`config.mk`:
```
export PLATFORM = sky130hd
export DESIGN_NAME = mc_control
export DESIGN_NICKNAME = d
export VERILOG_FILES = /design/src/rtl/ctrl_pkg.sv /design/src/rtl/mem_wait_timer.sv /design/src/rtl/mc_control.sv
export SDC_FILE = /design/constraint.sdc
export NUM_CORES = 1
export LEC_CHECK = 0
export ABC_AREA = 1
export CAP_MARGIN = 0
export CORE_ASPECT_RATIO = 1.2
export CORE_MARGIN = 2
export CORE_UTILIZATION = 42
export CTS_CLUSTER_SIZE = 28
export DETAILED_ROUTE_END_ITERATION = 12
export PLACE_DENSITY = 0.78
export SLEW_MARGIN = 20
export SYNTH_ARGS = -nofsm -noshare
export SYNTH_HDL_FRONTEND = slang
export SYNTH_SLANG_ARGS = --single-unit
```
`constraint.sdc`:
```
create_clock -name clk_i -period 1.5 [get_ports clk_i]
set_clock_uncertainty 0.05 [all_clocks]
set_input_delay 0.15 -clock clk_i [delete_from_list [all_inputs] [get_ports clk_i]]
set_output_delay 0.15 -clock clk_i [all_outputs]
set_load 0.03 [all_outputs]
```
`src/rtl/ctrl_pkg.sv`:
```
// Shared opcodes, state encoding and datapath select codes for the multi-cycle control unit.
package ctrl_pkg;

  localparam logic [6:0] LOAD   = 7'b0000011;
  localparam logic [6:0] STORE  = 7'b0100011;
  localparam logic [6:0] BRANCH = 7'b1100011;
  localparam logic [6:0] OP     = 7'b0110011;
  localparam logic [6:0] OP_IMM = 7'b0010011;

  localparam logic [2:0] F3_BEQ = 3'b000;
  localparam logic [2:0] F3_BNE = 3'b001;

  localparam logic [1:0] ALU_ADD   = 2'b00;
  localparam logic [1:0] ALU_SUB   = 2'b01;
  localparam logic [1:0] ALU_FUNCT = 2'b10;

  localparam logic [1:0] SRCA_PC  = 2'b00;
  localparam logic [1:0] SRCA_RS1 = 2'b01;

  localparam logic [1:0] SRCB_RS2  = 2'b00;
  localparam logic [1:0] SRCB_FOUR = 2'b01;
  localparam logic [1:0] SRCB_IMM  = 2'b10;

  localparam logic [1:0] PCSRC_ALU    = 2'b00;
  localparam logic [1:0] PCSRC_ALUOUT = 2'b01;

  // S_ prefix keeps the state names clear of the opcode constants (BRANCH).
  typedef enum logic [3:0] {
    S_IDLE, S_FETCH, S_DECODE, S_EXEC_R, S_EXEC_I, S_ADDR,
    S_MEM_RD, S_MEM_WR, S_WB_ALU, S_WB_MEM, S_BRANCH, S_TRAP
  } state_t;

endpackage

```
`src/rtl/mem_wait_timer.sv`:
```
// Counts memory wait cycles; expire fires on the last permitted wait cycle.
module mem_wait_timer #(
  parameter int unsigned TIMEOUT = 16,
  parameter int unsigned TW      = 8
) (
  input  logic clk,
  input  logic rst,
  input  logic clr,
  input  logic en,
  output logic expire
);

  logic [TW-1:0] cnt;

  always_ff @(posedge clk or posedge rst) begin
    if (rst)      cnt <= '0;
    else if (clr) cnt <= '0;
    else if (en)  cnt <= cnt + 1'b1;
  end

  // en already implies ready is low, so ready on the final cycle wins over the trap.
  assign expire = en && (cnt == TW'(TIMEOUT - 1));

endmodule

```
`src/rtl/mc_control.sv`:
```
// Multi-cycle RISC-V control FSM with memory ready/request handshake and wait timeout trap.
module mc_control
  import ctrl_pkg::*;
#(
  parameter int unsigned TIMEOUT = 16,
  parameter int unsigned TW      = 8
) (
  input  logic       clk_i,
  input  logic       rst_i,
  input  logic       start_i,
  input  logic [6:0] Op_i,
  input  logic [2:0] Funct3_i,
  input  logic       Zero_i,
  input  logic       MemReady_i,
  output logic       MemReq_o,
  output logic       MemWrite_o,
  output logic       IorD_o,
  output logic       IRWrite_o,
  output logic       PCWrite_o,
  output logic [1:0] PCSrc_o,
  output logic [1:0] ALUSrcA_o,
  output logic [1:0] ALUSrcB_o,
  output logic [1:0] ALUOp_o,
  output logic       RegWrite_o,
  output logic       MemtoReg_o,
  output logic       Busy_o,
  output logic       Trap_o
);

  state_t state, nextState;
  logic   inWait, tmrClr, tmrEn, expire;

  assign inWait = (state == S_FETCH) || (state == S_MEM_RD) || (state == S_MEM_WR);
  assign tmrEn  = inWait && !MemReady_i;
  // Clear only on a transition into a waiting state; MEM_WR -> FETCH counts as an entry.
  assign tmrClr = (nextState != state) &&
                  ((nextState == S_FETCH) || (nextState == S_MEM_RD) || (nextState == S_MEM_WR));

  mem_wait_timer #(.TIMEOUT(TIMEOUT), .TW(TW)) uTimer (
    .clk    (clk_i),
    .rst    (rst_i),
    .clr    (tmrClr),
    .en     (tmrEn),
    .expire (expire)
  );

  always_ff @(posedge clk_i or posedge rst_i) begin
    if (rst_i) state <= S_IDLE;
    else       state <= nextState;
  end

  always_comb begin
    nextState = state;
    unique case (state)
      S_IDLE:   if (start_i) nextState = S_FETCH;
      S_FETCH: begin
        if (MemReady_i)  nextState = S_DECODE;
        else if (expire) nextState = S_TRAP;
      end
      S_DECODE: begin
        case (Op_i)
          OP:            nextState = S_EXEC_R;
          OP_IMM:        nextState = S_EXEC_I;
          LOAD, STORE:   nextState = S_ADDR;
          BRANCH:        nextState = S_BRANCH;
          default:       nextState = S_TRAP;
        endcase
      end
      S_EXEC_R, S_EXEC_I: nextState = S_WB_ALU;
      S_ADDR:   nextState = (Op_i == STORE) ? S_MEM_WR : S_MEM_RD;
      S_MEM_RD: begin
        if (MemReady_i)  nextState = S_WB_MEM;
        else if (expire) nextState = S_TRAP;
      end
      S_MEM_WR: begin
        if (MemReady_i)  nextState = S_FETCH;
        else if (expire) nextState = S_TRAP;
      end
      S_WB_ALU, S_WB_MEM: nextState = S_FETCH;
      S_BRANCH: nextState = ((Funct3_i == F3_BEQ) || (Funct3_i == F3_BNE)) ? S_FETCH : S_TRAP;
      S_TRAP:   nextState = S_TRAP;
      default:  nextState = S_TRAP;
    endcase
  end

  // Outputs depend on the registered state; the only input terms are the
  // same-cycle write strobes (ready in FETCH, zero flag in BRANCH).
  always_comb begin
    MemReq_o   = 1'b0;
    MemWrite_o = 1'b0;
    IorD_o     = 1'b0;
    IRWrite_o  = 1'b0;
    PCWrite_o  = 1'b0;
    PCSrc_o    = PCSRC_ALU;
    ALUSrcA_o  = SRCA_PC;
    ALUSrcB_o  = SRCB_RS2;
    ALUOp_o    = ALU_ADD;
    RegWrite_o = 1'b0;
    MemtoReg_o = 1'b0;
    unique case (state)
      S_FETCH: begin
        MemReq_o  = 1'b1;
        ALUSrcB_o = SRCB_FOUR;
        IRWrite_o = MemReady_i;
        PCWrite_o = MemReady_i;
      end
      S_DECODE: ALUSrcB_o = SRCB_IMM;
      S_EXEC_R: begin
        ALUSrcA_o = SRCA_RS1;
        ALUOp_o   = ALU_FUNCT;
      end
      S_EXEC_I: begin
        ALUSrcA_o = SRCA_RS1;
        ALUSrcB_o = SRCB_IMM;
        ALUOp_o   = ALU_FUNCT;
      end
      S_ADDR: begin
        ALUSrcA_o = SRCA_RS1;
        ALUSrcB_o = SRCB_IMM;
      end
      S_MEM_RD: begin
        MemReq_o = 1'b1;
        IorD_o   = 1'b1;
      end
      S_MEM_WR: begin
        MemReq_o   = 1'b1;
        IorD_o     = 1'b1;
        MemWrite_o = 1'b1;
      end
      S_WB_ALU: RegWrite_o = 1'b1;
      S_WB_MEM: begin
        RegWrite_o = 1'b1;
        MemtoReg_o = 1'b1;
      end
      S_BRANCH: begin
        ALUSrcA_o = SRCA_RS1;
        ALUOp_o   = ALU_SUB;
        PCSrc_o   = PCSRC_ALUOUT;
        if (Funct3_i == F3_BEQ)      PCWrite_o = Zero_i;
        else if (Funct3_i == F3_BNE) PCWrite_o = !Zero_i;
      end
      default: ;
    endcase
  end

  assign Busy_o = (state != S_IDLE) && (state != S_TRAP);
  assign Trap_o = (state == S_TRAP);

endmodule

```
Word-level counts from Yosys, hierarchy flattened
Cells that the tools add are included. W data, S select, Z words.

Register bits: 12. Output and inout bits: 17. Word-level logic and storage cells: 72.

Eq/ne operators: 23. Add/sub/neg operators: 1. Multiplexer cells: 24. Reduce and logical (&&, ||, !) cells: 22.

Operator list (number): $pmux W4 S9 (1); $eq A4 B3 Y1 const B (6); $mux W4 (6); $eq A4 B4 Y1 const B (4); $mux W8 (2); $pmux W4 S4 (1); $eq A7 B6 Y1 const B (2); $mux W1 (11); $add A8 B1 Y8 const B (1); $eq A4 B1 Y1 const B (2); $eq A4 B2 Y1 const B (2); $eq A8 B4 Y1 const B (1); $pmux W2 S2 (2); $reduce_or A2 Y1 (4); $eq A7 B2 Y1 const B (1); $eq A7 B5 Y1 const B (1); $eq A7 B7 Y1 const B (1); $reduce_or A3 Y1 (2); $logic_or A1 B1 Y1 (5); $logic_and A1 B1 Y1 (4); $logic_not A4 Y1 (1); $ne A4 B4 Y1 (1); $ne A4 B4 Y1 const B (1); $reduce_bool A4 Y1 (1); other kinds (6) (7).

Logic depth before layout (Yosys ltp)
Depth in word-level cells: 13. Mapped depth: 14. Mapped depth without buffers: 14.

By module
Synthesis repeated with hierarchy kept, for this count alone.

Cell total of the unflattened synthesis: 183. Area, all modules: 1069.8 um^2.

By module, submodules not included: mc_control (area an instance 619.3 um^2, instances 1, seq. area each 100.1 um^2, cells each 123); mem_wait_timer (area an instance 450.4 um^2, instances 1, seq. area each 200.2 um^2, cells each 60).

Least setup slack after synthesis
No wires, ideal clock.

Path kind: register -> output. Start: register state[0]. End: output PCWrite_o. Slack: -0.442 ns. Arrival time: 1.742 ns. Cell stages (with the launch flop): 4. Path buffers: 0. Path through: dfrtp_1 -> inv_2 -> nand2_1 -> o41ai_1.

Cells in the longest elaborated chain, start to end: 2. Elaborated cells between the ends (all ways): 3. Those cells by class: eq/ne: 2; mux: 1.

RTL lines: start: declaration (RTL line mc_control.sv:30) `state_t state, nextState;`; start signal: assignment (RTL line mc_control.sv:49) `else state <= nextState;`; $eq A4 B4 Y1 or $eq A4 B1 Y1 (tied branches) (RTL line mc_control.sv:100) `unique case (state)`; $pmux W1 S2 (*) (RTL line mc_control.sv:100); end: declaration (RTL line mc_control.sv:19) `output logic PCWrite_o,`.

Every way passes the cells marked *; elsewhere a longest branch is shown, timed or not.

Worst setup path after layout
Start: register state[0]. End: register uTimer.cnt[4].

Cells in the longest elaborated chain, start to end: 13. Elaborated cells between the ends (all ways): 32. Those cells by class: eq/ne: 14; mux: 7; reduce/logical: 11.

RTL lines: $eq A4 B1 Y1 or $eq A4 B3 Y1 (tied branches) (RTL line mc_control.sv:33, mc_control.sv:54); $logic_or A1 B1 Y1 (2 in a row) (RTL line mc_control.sv:33) `assign inWait = (state == S_FETCH) || (state == S_MEM_RD) || (state == S_MEM_WR);`; $logic_and A1 B1 Y1 (RTL line mc_control.sv:34) `assign tmrEn = inWait && !MemReady_i;`; $logic_and A1 B1 Y1 (RTL line mem_wait_timer.sv:22) `assign expire = en && (cnt == TW'(TIMEOUT - 1));`; $mux W4 (RTL line mc_control.sv:58, mc_control.sv:73, mc_control.sv:77); $mux W4 (on tied branches) (RTL line mc_control.sv:76, mc_control.sv:57, mc_control.sv:72); $pmux W4 S9 (*) (RTL line mc_control.sv:54) `unique case (state)`; via nextState[1] (RTL line mc_control.sv:30); $eq A4 B1 Y1 or $eq A4 B3 Y1 (tied branches) (RTL line mc_control.sv:37) `((nextState == S_FETCH) || (nextState == S_MEM_RD) || (nextState == S_MEM_WR));`; $logic_or A1 B1 Y1 (2 in a row) (RTL line mc_control.sv:37); $logic_and A1 B1 Y1 (*) (RTL line mc_control.sv:36) `assign tmrClr = (nextState != state) &&`; $mux W8 or $reduce_bool A2 Y1 (tied branches); end signal: assignment (RTL line mem_wait_timer.sv:18) `else if (en) cnt <= cnt + 1'b1;`; end: declaration (RTL line mem_wait_timer.sv:13) `logic [TW-1:0] cnt;`.

The timed path passes the listed nets; every way through them passes the cells marked *. A chain may end at the register's enable or synchronous reset.

==> results_dict.tcl <==
set metrics [dict create \
    worstSetupStartpointType "flip-flop" \
    finalCriticalPeriod_ns 1.978 \
    synth_seq_area_share_pct 27.65 \
    synth-compound-area-share_pct 3.456 \
    end_kind "flip-flop" \
    synth_edf_count 0 \
    slowest_delay_ns 0.45 \
    crit_fanout 8 \
    first_iter_violations 88 \
    place_congestion 0.9548 \
    dp_hpwl_um 2335 \
    drv_slew 0 \
    synth_seq_cells 12 \
    peakVddDrop_mv 0.4497 \
    r2r-end "uTimer.cnt[4]$_DFFE_PP0P_" \
    num_vias 1657 \
    area_growth_pct 103.7 \
    rrSetupSlack_ns -0.48 \
    reg2reg_depth 14 \
    clock_path_buffers 2 \
    post-route-util_pct 88.40 \
    synth_top_family_by_area "simple AND/OR/NAND/NOR gates" \
    worstPathRequired_ns 1.63 \
    setup_ws_ns -0.4781 \
    r2r_start "state[0]$_DFF_PP0_" \
    fmax_mhz 505.5 \
    ant_nets 0 \
    synth_area_leader_cell "dfrtp_1" \
    postCtsHoldBufs 0 \
    design.die.area_mm2 0.003010 \
    io-pin-count 32 \
    drt-total-wl_um 5750 \
    p_leak_nw 1.180 \
    path_class "reg2reg" \
    overflow 0 \
    crit_path_top_delay_cell "dfrtp_2" \
    crit_chain "inv_4 -> nor2_4 -> buf_6 -> nand3_2 -> nand2_4 -> nand2_2 -> nand2_1 -> nand2_2 -> nand2_2 -> nand2_1 -> nand2_2 -> nand3_4 -> nand2_1 -> inv_1" \
    cts_root_buf "clkbuf_4" \
    synthAdderAreaFrac_pct 1.152 \
    initial_utilization_pct 43.40 \
    grt_pass1_wl_um 5568 \
    fp.dieW_um 50.42 \
    grt_max_degree 13 \
    h-tree-depth 1 \
    routed_via_density 5.598 \
    power_density_mw_per_mm2 281.0 \
    hp-class "in2async" \
    finalSetupViolCount 27 \
    nets 281 \
    coreArea_mm2 0.002502 \
    max_cap_violations 0 \
    violations "negative setup slack" \
    final_cell_mix "buf_4 (50), nand2_1 (32), buf_6 (26)" \
    cts_tree "built" \
    postSynthCellCount 173 \
    drt-pass1-iter-count 4 \
    drc 0 \
    finalHoldViolations 0 \
    synth_top_area_share_pct 27.65 \
    synth_xor_area_share_pct 5.645 \
    std_cell_rows 20 \
    synthFlopType "dfrtp_1" \
    clock_latency_ns 0.29 \
    rsz0062_at_grt "true" \
    arrival_ns 2.11 \
    antenna_found_initial 0 \
    crit_top_cell "nand2_2" \
    wl_per_cell_um 19.43 \
    synth_area_leaders "dfrtp_1 (28%), nand2_1 (17%), inv_1 (11%)" \
    grt_pass1_vias 1382 \
    synthDistinctLibCells 28 \
    yosys.area_share.simple_pct 45.51 \
    fp.dieH_um 59.71 \
    syn-cell-area_mm2 0.001086 \
    drive_gt1_share_pct 58.56 \
    place.port_buffers 29 \
    layout_commonest_cell "buf_4" \
    cts_made_buffers 3 \
    outcome "finished, violations left" \
    period_share_pct 131.9 \
    async_flop_share_pct 100.0 \
    num_antenna_cells 0 \
    design_power_total_mw 0.6216 \
    synthMuxAreaShare_pct 0 \
    cts_sinks 12 \
    avgSynthCellArea_um2 6.278 \
    yosysWarnings 0 \
    cts.clk_slew.worst_paths_ns 0.07 \
    track_usage_pct 24.44 \
]
state kept, by name, summed over array words and instances (netlist names):
signal      cells
uTimer.cnt      8
state           4
critical path: cells and delay by family, from the launching register on:
family / cells / cell delay [ns]
and+or+nand+nor: 11 / 1.12
DFF: 1 / 0.45
buffers and inverters: 3 / 0.27
what timing repair did:
item                                    CTS  global route
endpoints found under the setup margin   25            27
pin swaps                                17            24
buffers inserted                          8            10
cloned                                    0             0
gates resized for setup                  51            59
cells in the mapped netlist (all sizes together) (2+ instances only):
cell / number
nor3: 2
buf: 4
nand4: 3
nor2: 28
inv: 38
nand2: 55
dfrtp: 12
or2: 2
nand3: 12
xor2: 5
xnor2: 2
o22ai: 2
power breakdown:
group	total, mW	switching [mW]	internal (mW)
clock	0.204	0.111	0.0934
combinational	0.0944	0.0500	0.0444
sequential	0.323	0	0.323
final cells by class:
class,instances,area (um^2)
tap,33,41.29
fill,104,290.3
inverter,38,152.6
clock buffer,3,22.52
multi-input combinational,120,883.3
timing repair buffer,90,808.3
sequential,12,304.0
metrics by stage:
step                      cells  instance area [um^2]  TNS (ns)  setup WS [ns]  hold slack [ns]
final                       296                  2212    -7.627        -0.4781           0.2036
after global routing        296                  2212    -8.853        -0.5407           0.2453
after floorplan             174                  1139   -0.8345       -0.08959         -0.03530
after detailed placement    275                  1727    -4.680        -0.4431           0.4463
after CTS                   286                  1946    -3.624        -0.2752           0.1440
after global placement      275                  1727    -4.158        -0.3953           0.4320
layer usage:
layer,vias to the layer above,global-route usage [%],share of wire (%)
met5,-,0,0
met4,0,13.13,11
met3,68,2.500,7.3
met2,138,50.00,50
met1,758,23.54,31
li1,693,-,-
logic make-up (layout without fill, tap and decap cells):
| group | count (synthesis) | in the layout |
|---|---|---|
| adder cells (fa/ha/maj) | 1 | 1 |
| AO/OA/AOI/OAI | 6 | 6 |
| other | 1 | 2 |
| XOR/XNOR | 7 | 7 |
| buffers and inverters | 42 | 131 |
| flip-flops | 12 | 12 |
| AND/OR/NAND/NOR | 104 | 104 |
worst max path at each step:
stage / start / end / slack [ns] / cells past startpoint
2_1_floorplan: state[0]$_DFF_PP0_ / uTimer.cnt[0]$_DFFE_PP0P_ / -0.09 / 12
3_3_place_gp: state[1]$_DFF_PP0_ / ALUSrcA_o[0] / -0.40 / 5
3_5_place_dp: Op_i[0] / uTimer.cnt[2]$_DFFE_PP0P_ / -0.44 / 12
4_1_cts: state[2]$_DFF_PP0_ / uTimer.cnt[2]$_DFFE_PP0P_ / -0.28 / 13
5_1_grt: state[0]$_DFF_PP0_ / uTimer.cnt[5]$_DFFE_PP0P_ / -0.54 / 14
6_report: state[0]$_DFF_PP0_ / uTimer.cnt[4]$_DFFE_PP0P_ / -0.48 / 14
Note: power is estimated with default switching activity, not from simulation.
==> RTL change 1 (config.mk and constraints unchanged) <==
The 12 states of `state_t` get a one-hot encoding in 12 bits.
--- a/src/rtl/ctrl_pkg.sv
+++ b/src/rtl/ctrl_pkg.sv
@@ -27,5 +27,5 @@
   // S_ prefix keeps the state names clear of the opcode constants (BRANCH).
-  typedef enum logic [3:0] {
-    S_IDLE, S_FETCH, S_DECODE, S_EXEC_R, S_EXEC_I, S_ADDR,
-    S_MEM_RD, S_MEM_WR, S_WB_ALU, S_WB_MEM, S_BRANCH, S_TRAP
+  typedef enum logic [11:0] {
+    S_IDLE = 12'b000000000001, S_FETCH = 12'b000000000010, S_DECODE = 12'b000000000100, S_EXEC_R = 12'b000000001000, S_EXEC_I = 12'b000000010000, S_ADDR = 12'b000000100000,
+    S_MEM_RD = 12'b000001000000, S_MEM_WR = 12'b000010000000, S_WB_ALU = 12'b000100000000, S_WB_MEM = 12'b001000000000, S_BRANCH = 12'b010000000000, S_TRAP = 12'b100000000000
   } state_t;
Function: no difference found for any inputs over 10 cycles, from zero or initial values and one cycle with rst_i high; not proved beyond that.
==> RTL change 1 against the unedited design <==
The run still ends with negative setup slack left. Sequential share of layout area rose by 3.4 points. Synthesized area rose by 38%. Wire length rose by 18%. Cell area rose by 33%. Clock power rose to 2.8 times the old value. Setup slack got worse by 270 ps. Sequential cell count rose by 8. Total power rose by 93%. First-iteration DRC count fell by 13%. Combinational power barely moved. Critical path type unchanged. Largest cell class unchanged. Largest power group is now the clock network.
==> RTL change 1: results (changes against the unedited design) <==
sequential power=0.539 mW (+67%); vias in the first global route=1,994 (+44%); met2 wire length=3.83 mm (+33%); initial antenna violation count=0 (unchanged); compound-cell area share of the yosys netlist=7.79% (+4.3 points); Synth top cells by count=45 x nand2_1, 33 x inv_1, 32 x nor2_1; internal cell power=0.945 mW (+100%); root buffer cell=clkbuf_8; met3 wire len=358 um (-15%); dpl hpwl=3.52 mm (+51%); met1 Use GR=27.5% (+3.9 points); met3 Use GR=4.29% (+1.8 points); Register-to-Register Path Depth=11 (-3); Placed Instance Area=0.00238 mm2 (+38%); Setup WS post-layout=-750 ps (-272 ps); largest net degree at the start of global routing=21 (+8); post-layout net count=346 (+23%); slowest stage cell, crit path=dfrtp_2; wl on met1=2.14 mm (+19%); status=finished, violations left; violated checks=negative setup slack; GPL Wtd Cong=0.914 (-4.3%); postcts setup bufs=6 (-2); setup TNS=-13,140 ps (-5520 ps); register area share after synthesis=33.6% (+5.9 points); Yosys cell types=33 (+18%); share of layout cells above drive strength 1=59.6% (+1.0 points); vias per cell=5.43 (-2.9%); Total GRT Usage=27.9% (+3.4 points); PostCTS Resize Cnt=69 (+35%); Synth area leaders=dfrtp_1 32%, nand2_1 11%, inv_1 8.3%; Iteration-0 DRC Markers=77 (-13%); met2 Use GR=51.4% (+1.4 points); Synth Area in XOR/XNOR=4.69% (-0.96 points); sequential power share=44.8% (-7.2 points); Logic power comb=0.0947 mW (about the same); Leakage=1.54 nW (+30%); first-pass GRT wire length=8.46 mm (+52%); Antenna Cells=0 (unchanged); multiplexer share of the synthesized area=0.670% (+0.67 points); Largest regs=state x12, uTimer.cnt x8; pre-CTS setup slack=-636 ps (-193 ps); origin of the worst setup path=state[6]; final setup fails=30 (+11%); Max VDD drop=584 uV (+30%); worst-path fanout max=8 (unchanged); First-pass DRT Iterations=6 (+2); detail-routed net length per standard cell=18.5 um (-4.7%); adder-cell share of the synthesized area=0.838% (-0.31 points)
-- RTL change 1: cell types whose count changed after synthesis, sizes merged, moves of 2 or more --
cell    change
nand3       +6
o211ai      +2
nor2       +11
a21oi       +8
nand2       -3
o21ai       +8
o22ai       -2
xor2        +2
inv         -3
dfrtp       +7
nor3        +3
-- RTL change 1: final cells by class --
class                           count  area (um2)
Timing Repair Buffer              114         982
Sequential cell                    20         504
Fill cell                         153         425
Inverter                           36         148
Clock buffer                        3        41.3
Tap cell                           37        46.3
Clock inverter                      1        30.0
Multi-Input combinational cell    155        1190
-- RTL change 1: worst paths after layout --
path	to	slack [ps]
max	uTimer.cnt[5]	-750
min	uTimer.cnt[5]	160
max reg2reg	uTimer.cnt[5]	-750
min reg2reg	uTimer.cnt[7]	620
max in group asynchronous	state[0]	970
min in group clk_i	state[0]	420
-- RTL change 1: per-stage QoR --
step,hold slack (ps),instances
2_1_floorplan,63.1,214
3_3_place_gp,446,349
3_5_place_dp,462,349
4_1_cts,168,358
5_1_grt,192,366
6_report,155,366
==> RTL change 2 (same settings) <==
Made on the original files. `TIMEOUT` is set to 16 in 2 places; all go to 12.
--- a/src/rtl/mem_wait_timer.sv
+++ b/src/rtl/mem_wait_timer.sv
@@ -2,3 +2,3 @@
 module mem_wait_timer #(
-  parameter int unsigned TIMEOUT = 16,
+  parameter int unsigned TIMEOUT = 12,
   parameter int unsigned TW      = 8
--- a/src/rtl/mc_control.sv
+++ b/src/rtl/mc_control.sv
@@ -4,3 +4,3 @@
 #(
-  parameter int unsigned TIMEOUT = 16,
+  parameter int unsigned TIMEOUT = 12,
   parameter int unsigned TW      = 8
Behaviour: no difference found for any inputs over 10 cycles, from zero or initial values and one cycle with rst_i high; that may be too few to reach the edited logic, so the function may still have changed.
==> RTL change 2 against the unedited design <==
The run still ends with negative setup slack left. Synthesized area is 3.8% lower. Cell area shrank 4.3%. Wire length fell by 5.9%. Critical path depth down 2. Sequential cell count unchanged. Sequential power barely moved. Total power up 0.43%. Setup slack lost 2.5 ps.
==> RTL change 2: results (changes against the unedited design) <==
Max VDD drop=540 uV (+20%); Synth top cells by count=34 x nand2_1, 30 x nor2_1, 25 x inv_1; deepest clock path buffer count=2 (unchanged); FF+latch count=12 (unchanged); detail-routed net length per standard cell=19.7 um (+1.3%); Layout clock buffers=4 (+1); dpl hpwl=2.54 mm (+8.8%); Power, Total=0.624 mW (+0.43%); post-layout net count=261 (-7.1%); Async S/R FF share, synth=100% (unchanged); fillcell total=92 (-12%); Synth area leaders=dfrtp_1 29%, nand2_1 12%, nor2_1 11%; switching part of the total=24.7% (-1.1 points); Total GRT Usage=29.0% (+4.6 points); multi-input logic cell count=113 (-5.8%); violated checks=negative setup slack; final setup fails=27 (unchanged); Synth Area in XOR/XNOR=6.71% (+1.1 points); FF-to-FF End=uTimer.cnt[1]; # rows=19 (-5.0%); ClkCell Share=1.24% (+0.22 points); ys flop type=dfrtp_1; synth warn=0 (unchanged); Leakage=1.09 nW (-7.5%); combinational share of power=14.0% (-1.2 points); pre-CTS setup slack=-401 ps (+41.9 ps); compound-cell area share of the yosys netlist=5.75% (+2.3 points); Data buffer area share=37.2% (+0.70 points); Hold WS=120 ps (-83.7 ps); reg2reg setup slack=-470 ps; WP data arrival=2090 ps (-20 ps); status=finished, violations left; multiplexer share of the synthesized area=0.958% (+0.96 points); initial antenna violation count=0 (unchanged); FF-to-FF Start=state[3]; Iteration-0 DRC Markers=87 (-1.1%); origin of the worst setup path=Op_i[0]; end-of-flow core utilization=90.9% (+2.5 points); Setup WS post-layout=-481 ps (-2.48 ps); setup TNS=-8300 ps (-675 ps); CTS HTree Levels=1 (unchanged); clock latency on the worst-skew pair=roughly 280 ps; Non-Filler Instances=275 (-7.1%); area taken by multi-input logic gates=843 um2 (-4.5%); Plain + repair buffers=85 (-5.6%); first-pass GRT wire length=6.40 mm (+15%); Syn Inst Count=157 (-9.2%); register area share after synthesis=28.7% (+1.1 points); register area=303 um2 (-0.41%); GPL Wtd Cong=0.978 (+2.5%); Register-to-Register Path Depth=10 (-4); sequential power share=51.8% (-0.2 points); vias after detailed routing=1,480 (-11%); adder-cell share of the synthesized area=1.20% (+0.046 points); share of layout cells above drive strength 1=56.6% (-2.0 points); Signal inverters=30 (-21%); Placed Instance Area=0.00171 mm2 (-1.0%)
## RTL change 2: cell count changes after synthesis, sizes merged, moves of 2 or more
cell   delta
a21oi     +2
inv       -8
nand2    -17
nand4     +2
nor2      +7
o21ai     +2
## RTL change 2: worst max-delay path, stage by stage
cell	delay [ps]
clkdlybuf4s50_1	500
nand2_1	90
inv_1	110
nand3_1	180
nor2_1	250
nand2_1	120
nand2_1	130
nand2_1	80
nand2_2	70
nand3_2	90
nor2_4	240
nor2_1	70
## RTL change 2: layer usage
| layer | up-vias | global-route usage, % | wire length, um |
|---|---|---|---|
| met2 | 105 | 58.5 | 2630 |
| met4 | 0 | 19.4 | 478 |
| met5 | - | 0 | 0 |
| met3 | 46 | 4.06 | 400 |
| li1 | 650 | - | - |
| met1 | 679 | 26.4 | 1900 |
## RTL change 2: repair_timing
action	in CTS	in global routing
setup endpoints to repair	24	26
gates resized for setup	33	47
buffers inserted	11	4
pin swaps	16	14
